==> config.mk <==
export PLATFORM = sky130hd
export DESIGN_NAME = seller_multi
export DESIGN_NICKNAME = d
export VERILOG_FILES = /design/src/rtl/seller_multi.sv
export SDC_FILE = /design/constraint.sdc
export NUM_CORES = 1
export LEC_CHECK = 0
export BUFFER_PORTS_ARGS = -buffer_cell sky130_fd_sc_hd__buf_2
export CELL_PAD_IN_SITES_DETAIL_PLACEMENT = 1
export CELL_PAD_IN_SITES_GLOBAL_PLACEMENT = 2
export CORE_ASPECT_RATIO = 0.6
export CORE_UTILIZATION = 38
export DETAILED_ROUTE_END_ITERATION = 8
export PLACE_DENSITY_LB_ADDON = 0.1
export SKIP_CTS_REPAIR_TIMING = 1
export SYNTH_ARGS = -nofsm -noshare
export SYNTH_HDL_FRONTEND = slang
export SYNTH_SLANG_ARGS = --single-unit
export TNS_END_PERCENT = 50
==> constraint.sdc <==
create_clock -name clk -period 6.61 [get_ports clk]
set_input_delay 0.661 -clock clk [delete_from_list [all_inputs] [get_ports clk]]
set_output_delay 0.661 -clock clk [all_outputs]
set_load 0.02 [all_outputs]
==> src/rtl/seller_multi.sv <==
// seller_multi: two-product coin vending controller.
//
// Collects 0.5/1/2 yuan coins into a credit register and vends product A or B
// once the credit covers the selected price, returning change. In the middle
// of a transaction a user cancel, or TIMEOUT consecutive coin-free cycles,
// refunds the credit collected so far.
//
// Ports:
//   clk       in   system clock, rising edge
//   rst       in   asynchronous active-low reset
//   d1        in   0.5-yuan coin pulse (value 1)
//   d2        in   1-yuan coin pulse (value 2)
//   d3        in   2-yuan coin pulse (value 4)
//   sel       in   product select (0 = A, 1 = B), sampled with the first coin
//   cancel    in   refund request while collecting
//   out1      out  vend pulse
//   out_prod  out  product vended, valid with out1
//   out2      out  change or refund amount in 0.5-yuan units
//   refund    out  refund pulse (cancel or timeout)
//   busy      out  high while a transaction is collecting coins
//
// All amounts are in 0.5-yuan units. All outputs are registered and updated
// from the next-state decode, so they appear one clock after the deciding
// input.

module seller_multi #(
  parameter int unsigned CREDIT_W = 4,
  parameter int unsigned PRICE_A  = 3,
  parameter int unsigned PRICE_B  = 5,
  parameter int unsigned TIMEOUT  = 8,
  parameter int unsigned TO_W     = 4
) (
  input  logic                clk,
  input  logic                rst,
  input  logic                d1,
  input  logic                d2,
  input  logic                d3,
  input  logic                sel,
  input  logic                cancel,
  output logic                out1,
  output logic                out_prod,
  output logic [CREDIT_W-1:0] out2,
  output logic                refund,
  output logic                busy
);

  // Prices widened to the CREDIT_W+1 bit sum width so the compare never wraps.
  localparam logic [CREDIT_W:0] PriceA  = (CREDIT_W + 1)'(PRICE_A);
  localparam logic [CREDIT_W:0] PriceB  = (CREDIT_W + 1)'(PRICE_B);
  localparam logic [TO_W-1:0]   ToLast  = TO_W'(TIMEOUT - 1);

  // Two-bit encoding leaves spare codes; those fall to the recovery branch.
  typedef enum logic [1:0] {
    StIdle    = 2'b00,
    StCollect = 2'b01
  } state_e;

  state_e              state;
  logic [CREDIT_W-1:0] credit;
  logic                prod;
  logic [TO_W-1:0]     to_cnt;

  logic [2:0]          coin_val;
  logic                coin;
  logic                cur_prod;
  logic [CREDIT_W:0]   price_sel;
  logic [CREDIT_W:0]   credit_base;
  logic [CREDIT_W:0]   credit_n;
  logic                vend;
  logic [CREDIT_W-1:0] change;
  logic                timeout_hit;

  // Coin decode: one coin per cycle, d1 wins over d2 wins over d3.
  always_comb begin
    coin_val = 3'd0;
    if (d1) begin
      coin_val = 3'd1;
    end else if (d2) begin
      coin_val = 3'd2;
    end else if (d3) begin
      coin_val = 3'd4;
    end
  end

  assign coin = d1 | d2 | d3;

  // In IDLE the product comes straight from sel; afterwards it is latched.
  always_comb begin
    cur_prod    = prod;
    credit_base = {1'b0, credit};
    if (state != StCollect) begin
      cur_prod    = sel;
      credit_base = '0;
    end
  end

  assign price_sel = cur_prod ? PriceB : PriceA;
  assign credit_n  = credit_base + (CREDIT_W + 1)'(coin_val);
  // Without a coin credit_n is 0 in IDLE and prices are >= 1, so no false vend.
  assign vend      = (credit_n >= price_sel);
  assign change    = credit_n[CREDIT_W-1:0] - price_sel[CREDIT_W-1:0];

  // Only a cycle with neither coin nor cancel can expire the transaction.
  assign timeout_hit = (state == StCollect) && !coin && !cancel && (to_cnt == ToLast);

  always_ff @(posedge clk or negedge rst) begin
    if (!rst) begin
      state    <= StIdle;
      credit   <= '0;
      prod     <= 1'b0;
      to_cnt   <= '0;
      out1     <= 1'b0;
      out_prod <= 1'b0;
      out2     <= '0;
      refund   <= 1'b0;
      busy     <= 1'b0;
    end else begin
      // Pulse outputs default low; out2/out_prod are 0 outside a pulse.
      out1     <= 1'b0;
      out_prod <= 1'b0;
      out2     <= '0;
      refund   <= 1'b0;

      case (state)
        StIdle: begin
          to_cnt <= '0;
          if (coin) begin
            prod <= sel;
            if (vend) begin
              // A single coin already covers the price: vend without collecting.
              out1     <= 1'b1;
              out_prod <= sel;
              out2     <= change;
              credit   <= '0;
              state    <= StIdle;
              busy     <= 1'b0;
            end else begin
              credit <= credit_n[CREDIT_W-1:0];
              state  <= StCollect;
              busy   <= 1'b1;
            end
          end else begin
            // A cancel with nothing collected is ignored.
            credit <= '0;
            state  <= StIdle;
            busy   <= 1'b0;
          end
        end

        StCollect: begin
          if (vend) begin
            // Vend takes priority over a simultaneous cancel.
            out1     <= 1'b1;
            out_prod <= prod;
            out2     <= change;
            credit   <= '0;
            to_cnt   <= '0;
            state    <= StIdle;
            busy     <= 1'b0;
          end else if (cancel) begin
            // Any coin arriving with the cancel is refunded too.
            refund <= 1'b1;
            out2   <= credit_n[CREDIT_W-1:0];
            credit <= '0;
            to_cnt <= '0;
            state  <= StIdle;
            busy   <= 1'b0;
          end else if (timeout_hit) begin
            refund <= 1'b1;
            out2   <= credit;
            credit <= '0;
            to_cnt <= '0;
            state  <= StIdle;
            busy   <= 1'b0;
          end else begin
            credit <= credit_n[CREDIT_W-1:0];
            to_cnt <= coin ? '0 : to_cnt + TO_W'(1);
            state  <= StCollect;
            busy   <= 1'b1;
          end
        end

        default: begin
          // Unused encoding: drop any credit and return to IDLE.
          state  <= StIdle;
          credit <= '0;
          prod   <= 1'b0;
          to_cnt <= '0;
          busy   <= 1'b0;
        end
      endcase
    end
  end

endmodule

---- Yosys cells after proc, flatten, opt, wreduce, memory -nomap -nowiden ----
Cells that the tools add are included.
word-level totals
  bits in registers ....................... 19
  input port bits ......................... 7
  output and inout bits ................... 8
  word-level logic and storage cells ...... 75
operators by class
  add/sub/neg operators ................... 3
  $lt $le $gt $ge ......................... 1
  eq/ne operators ......................... 4
  muxes and demuxes ....................... 48
  bitwise gates (word level) .............. 3
  reduce and logical (&&, ||, !) cells .... 7
operators by type and width
  operator               count
  $mux W4                16
  $mux W1                20
  $pmux W4 S2            2
  $mux W3                4
  $pmux W1 S2            4
  $add A5 B3 Y5          1
  $ge A5 B3 Y1           1
  $add A4 B1 Y4 const B  1
  $eq A4 B3 Y1 const B   1
  $pmux W2 S2            1
  $sub A4 B3 Y4          1
  $logic_and A1 B1 Y1    3
  $eq A2 B1 Y1 const B   1
  $logic_not A1 Y1       2
  $logic_not A2 Y1       1
  $mux W2                1
  $ne A2 B1 Y1 const B   1
  $ne A2 B2 Y1 const B   1
  $or A1 B1 Y1           2
  $reduce_and A2 Y1      1
  $not A1 Y1             1

---- Longest topological paths before layout ----
  depth in word-level cells ............... 10
  mapped depth ............................ 11
  mapped depth without buffers ............ 9

---- Least setup slack after synthesis ----
Ideal clock, no wire load.
  kind .................................... register to register
  start ................................... register, netlist name busy
  end ..................................... register to_cnt[2]
  library setup time ...................... 0.096 ns
  arrival time ............................ 3.188 ns
  setup slack ............................. 3.327 ns
  cell stages (with the launch flop) ...... 12
  path buffers ............................ 2
  path through ............................ dfrtp_1 clkbuf_1 and2_1 ha_1 fa_1 ha_1 ha_1 a211o_1 a211oi_2 o21ai_2 buf_6 nor4_2
RTL lines
  item                  line  RTL
  to (signal assigned)  177   to_cnt <= coin ? '0 : to_cnt + TO_W'(1);
  to (decl)             61    logic [TO_W-1:0] to_cnt;

---- Worst setup path after layout ----
  start ................................... input port d1
  end ..................................... register credit[1]
on the way
  word-level cells in the longest chain between the ends .. 10
  elaborated cells on any way between the ends .. 15
  those cells by class .................... add/sub: 1; order compare: 1; mux: 7; bitwise: 2; reduce/logical: 4
RTL lines
  item                                                   line  RTL
  from (decl)                                            35    input logic d1,
  branches (longest 9 deep; another with $add A5 B3 Y5)  --
  $pmux W4 S2 *                                          124   case (state)
  to (signal assigned)                                   138   credit <= credit_n[CREDIT_W-1:0];
  to (signal assigned)                                   176   credit <= credit_n[CREDIT_W-1:0];
  to (decl)                                              59    logic [CREDIT_W-1:0] credit;
Mark *: on every way between the ends.
A chain may end at the register's enable or synchronous reset.

==> flow_summary.toml <==
[synthesis]
yosys.area_share.simple_pct = 15.76
synth_compound_area_share_pct = 22.13
yosys_register_bits = 17
synth_xor_area_share_pct = 3.244
synth-adder-area-share_pct = 11.82
synthCells = 105
yosysUniqueCellTypes = 39
synthesis.nets = 121
ys_warn_count = 0
syn_area_um2 = 1080
synthMuxAreaShare_pct = 2.781
synthFlopType = "dfrtp_1"
synth_async_sr_flop_share_pct = 100.0
synth.avg_cell_area_um2 = 10.28
synth_edf_count = 0
yosys.area.top_type = "dfrtp_1"
synth.top_cell.area_share_pct = 39.40
yosysSeqAreaShare_pct = 39.40
synth_top_family_by_area = "compound AO/OA/AOI/OAI gates"
synth.area.top_cells = "dfrtp_1, ha_1, fa_1"

[layout]
drive_gt1_share_pct = 20.17
final_common_cell = "dfrtp_1"
layout_common_cells = "dfrtp_1, buf_2, ha_1"
n_antenna_cell = 0
syn_to_final_growth_pct = 12.75
fin_nets = 136

[worst_setup_path]
crit_fanout = 14
r2r-start = "busy"
crit_start = "d1"
crit_required_ns = 6.72
crit_type = "in -> reg"
cp-end-kind = "register"
arrival_ns = 3.51
start_kind = "input port"

[status]
outcome = "complete, no violations"

[timing]
rsz0062_at_grt = "false"
worst_slack_ns = 3.218
report.final.slew_viol_count = 0
hold_viol_final = 0
slew-limit-headroom_pct = 52.46
finalCritPeriodShare_pct = 51.32
period_needed_ns = 3.392
skew_ns = 0.0006552
fin_setup_tns_ns = 0
worstMarginPinSlew_ns = 0.7131
fmax_mhz = 294.8
setup_viol = 0

[placement]
port_buffers = 14
gp_congestion = 0.7862
dp_hpwl_mm = 2.017
dpl_worst_slack_ns = 2.879

[floorplan]
core_um2 = 2592
initial_utilization_pct = 41.65
die_w_um = 70.82
die-area_um2 = 3066
die_h_um = 43.29
rows = 14
io_pins = 15

[power_and_ir_drop]
p_per_area_nw_per_um2 = 428.8
peakVddDrop_uv = 143.6
leakagePower_nw = 0.5761

[global_route]
gr-total-overflow = 0
grt_pass1_wl_mm = 4.443
grt_usage_pct = 19.82
grt_pass1_vias = 855
grt_start_max_net_pins = 25
antenna_found_initial = 0

[route]
drtAntennaViolNets = 0
vias_per_cell = 5.907
first_pass_iters = 6
drt_wl_total_mm = 2.583
drc = 0
vias = 892
routedWlPerCell_um = 17.11
drtIter0Drc = 49

[clock_network]
clockBufferDepth = 2
insertion_delay_ns = 0.25
cts_made_buffers = 3
cts_sinks = 17
cts-root-buf = "clkbuf_8"
tritoncts = "done"
htreeDepth = 1
clk_pin_slew_ns = 0.07

[worst_hold_path]
min_path_type = "in -> async"

[job]
drv_cap = 0
==> Yosys cell counts, types with 2 or more instances <==
| master | number |
|---|---|
| a211o_1 | 2 |
| clkbuf_1 | 4 |
| a211oi_1 | 2 |
| a22oi_1 | 2 |
| nand3_1 | 3 |
| xor2_1 | 3 |
| a2111oi_0 | 2 |
| a32oi_1 | 3 |
| o21a_1 | 2 |
| and2_1 | 3 |
| a21oi_1 | 6 |
| ha_1 | 7 |
| nor2_1 | 2 |
| mux2i_1 | 3 |
| nor4_1 | 4 |
| nor2b_1 | 2 |
| nand2_1 | 5 |
| inv_1 | 6 |
| a21boi_0 | 2 |
| or3_1 | 2 |
| o21ai_0 | 5 |
| fa_1 | 2 |
| dfrtp_1 | 17 |
==> worst max-delay path, stage by stage <==
cell and delay [ns]:
buf_2 0.13, ha_1 0.24, fa_1 0.61, ha_1 0.31, ha_1 0.23, a211o_1 0.31
a211oi_2 0.30, o21ai_2 0.27, a2111oi_0 0.44
==> worst paths after layout <==
check / end / slack (ns) / depth (start not counted)
max in group asynchronous: credit[3] / 6.00 / 1
setup / recovery: credit[1] / 3.22 / 9
min in group clk: to_cnt[0] / 0.49 / 1
hold / removal: out2[1] / 0.33 / 1
hold reg to reg: to_cnt[0] / 0.49 / 1
setup reg to reg: credit[1] / 3.22 / 9
==> state kept, by name (all words and copies together), names as in the netlist <==
| register | count |
|---|---|
| busy | 1 |
| credit | 4 |
| out1 | 1 |
| out2 | 4 |
| out_prod | 1 |
| prod | 1 |
| refund | 1 |
| to_cnt | 4 |
==> cell type report <==
type                            count  area, um^2
Clock buffer                        3       41.29
Clock inverter                      1       5.005
Fill cell                         306        1375
Inverter                            6       22.52
Multi-Input combinational cell     77       605.6
Sequential cell                    17       425.4
Tap cell                           32       40.04
Timing Repair Buffer               15       77.57
==> cells by family (layout without fill, tap and decap cells) <==
group,after synthesis,in the layout
compound gates,32,32
xor+xnor,4,4
fa+ha+maj,9,9
buf+inv,11,25
flops,17,17
mux,3,3
other cells,1,1
simple gates,28,28
==> routing by layer <==
metal	global-route usage, %	wire length, um	up-vias
met2	29.42	1057	30
met4	3.600	18	0
met3	5.226	126	2
li1	-	-	422
met1	29.17	1381	438
met5	0	0	-
==> power breakdown <==
part	switching [mW]	total, mW	internal, mW
Clock	0.0363	0.0781	0.0418
Sequential	0.0116	0.146	0.134
Combinational	0.184	0.298	0.114
Total	0.232	0.522	0.290
==> through the flow <==
step,cells,util (%),hold WS [ns],cell area (um^2),power (mW)
after CTS,151,46.96,0.3409,1217,0.5249
after detailed placement,147,45.17,0.4826,1171,0.4449
after global routing,151,46.96,0.3478,1217,0.5647
after floorplan,105,-,0.3654,1080,0.3782
final,151,46.96,0.3280,1217,0.5221
after global placement,147,45.17,0.4667,1171,0.4344
No activity file was read; power rests on OpenSTA's default activity.
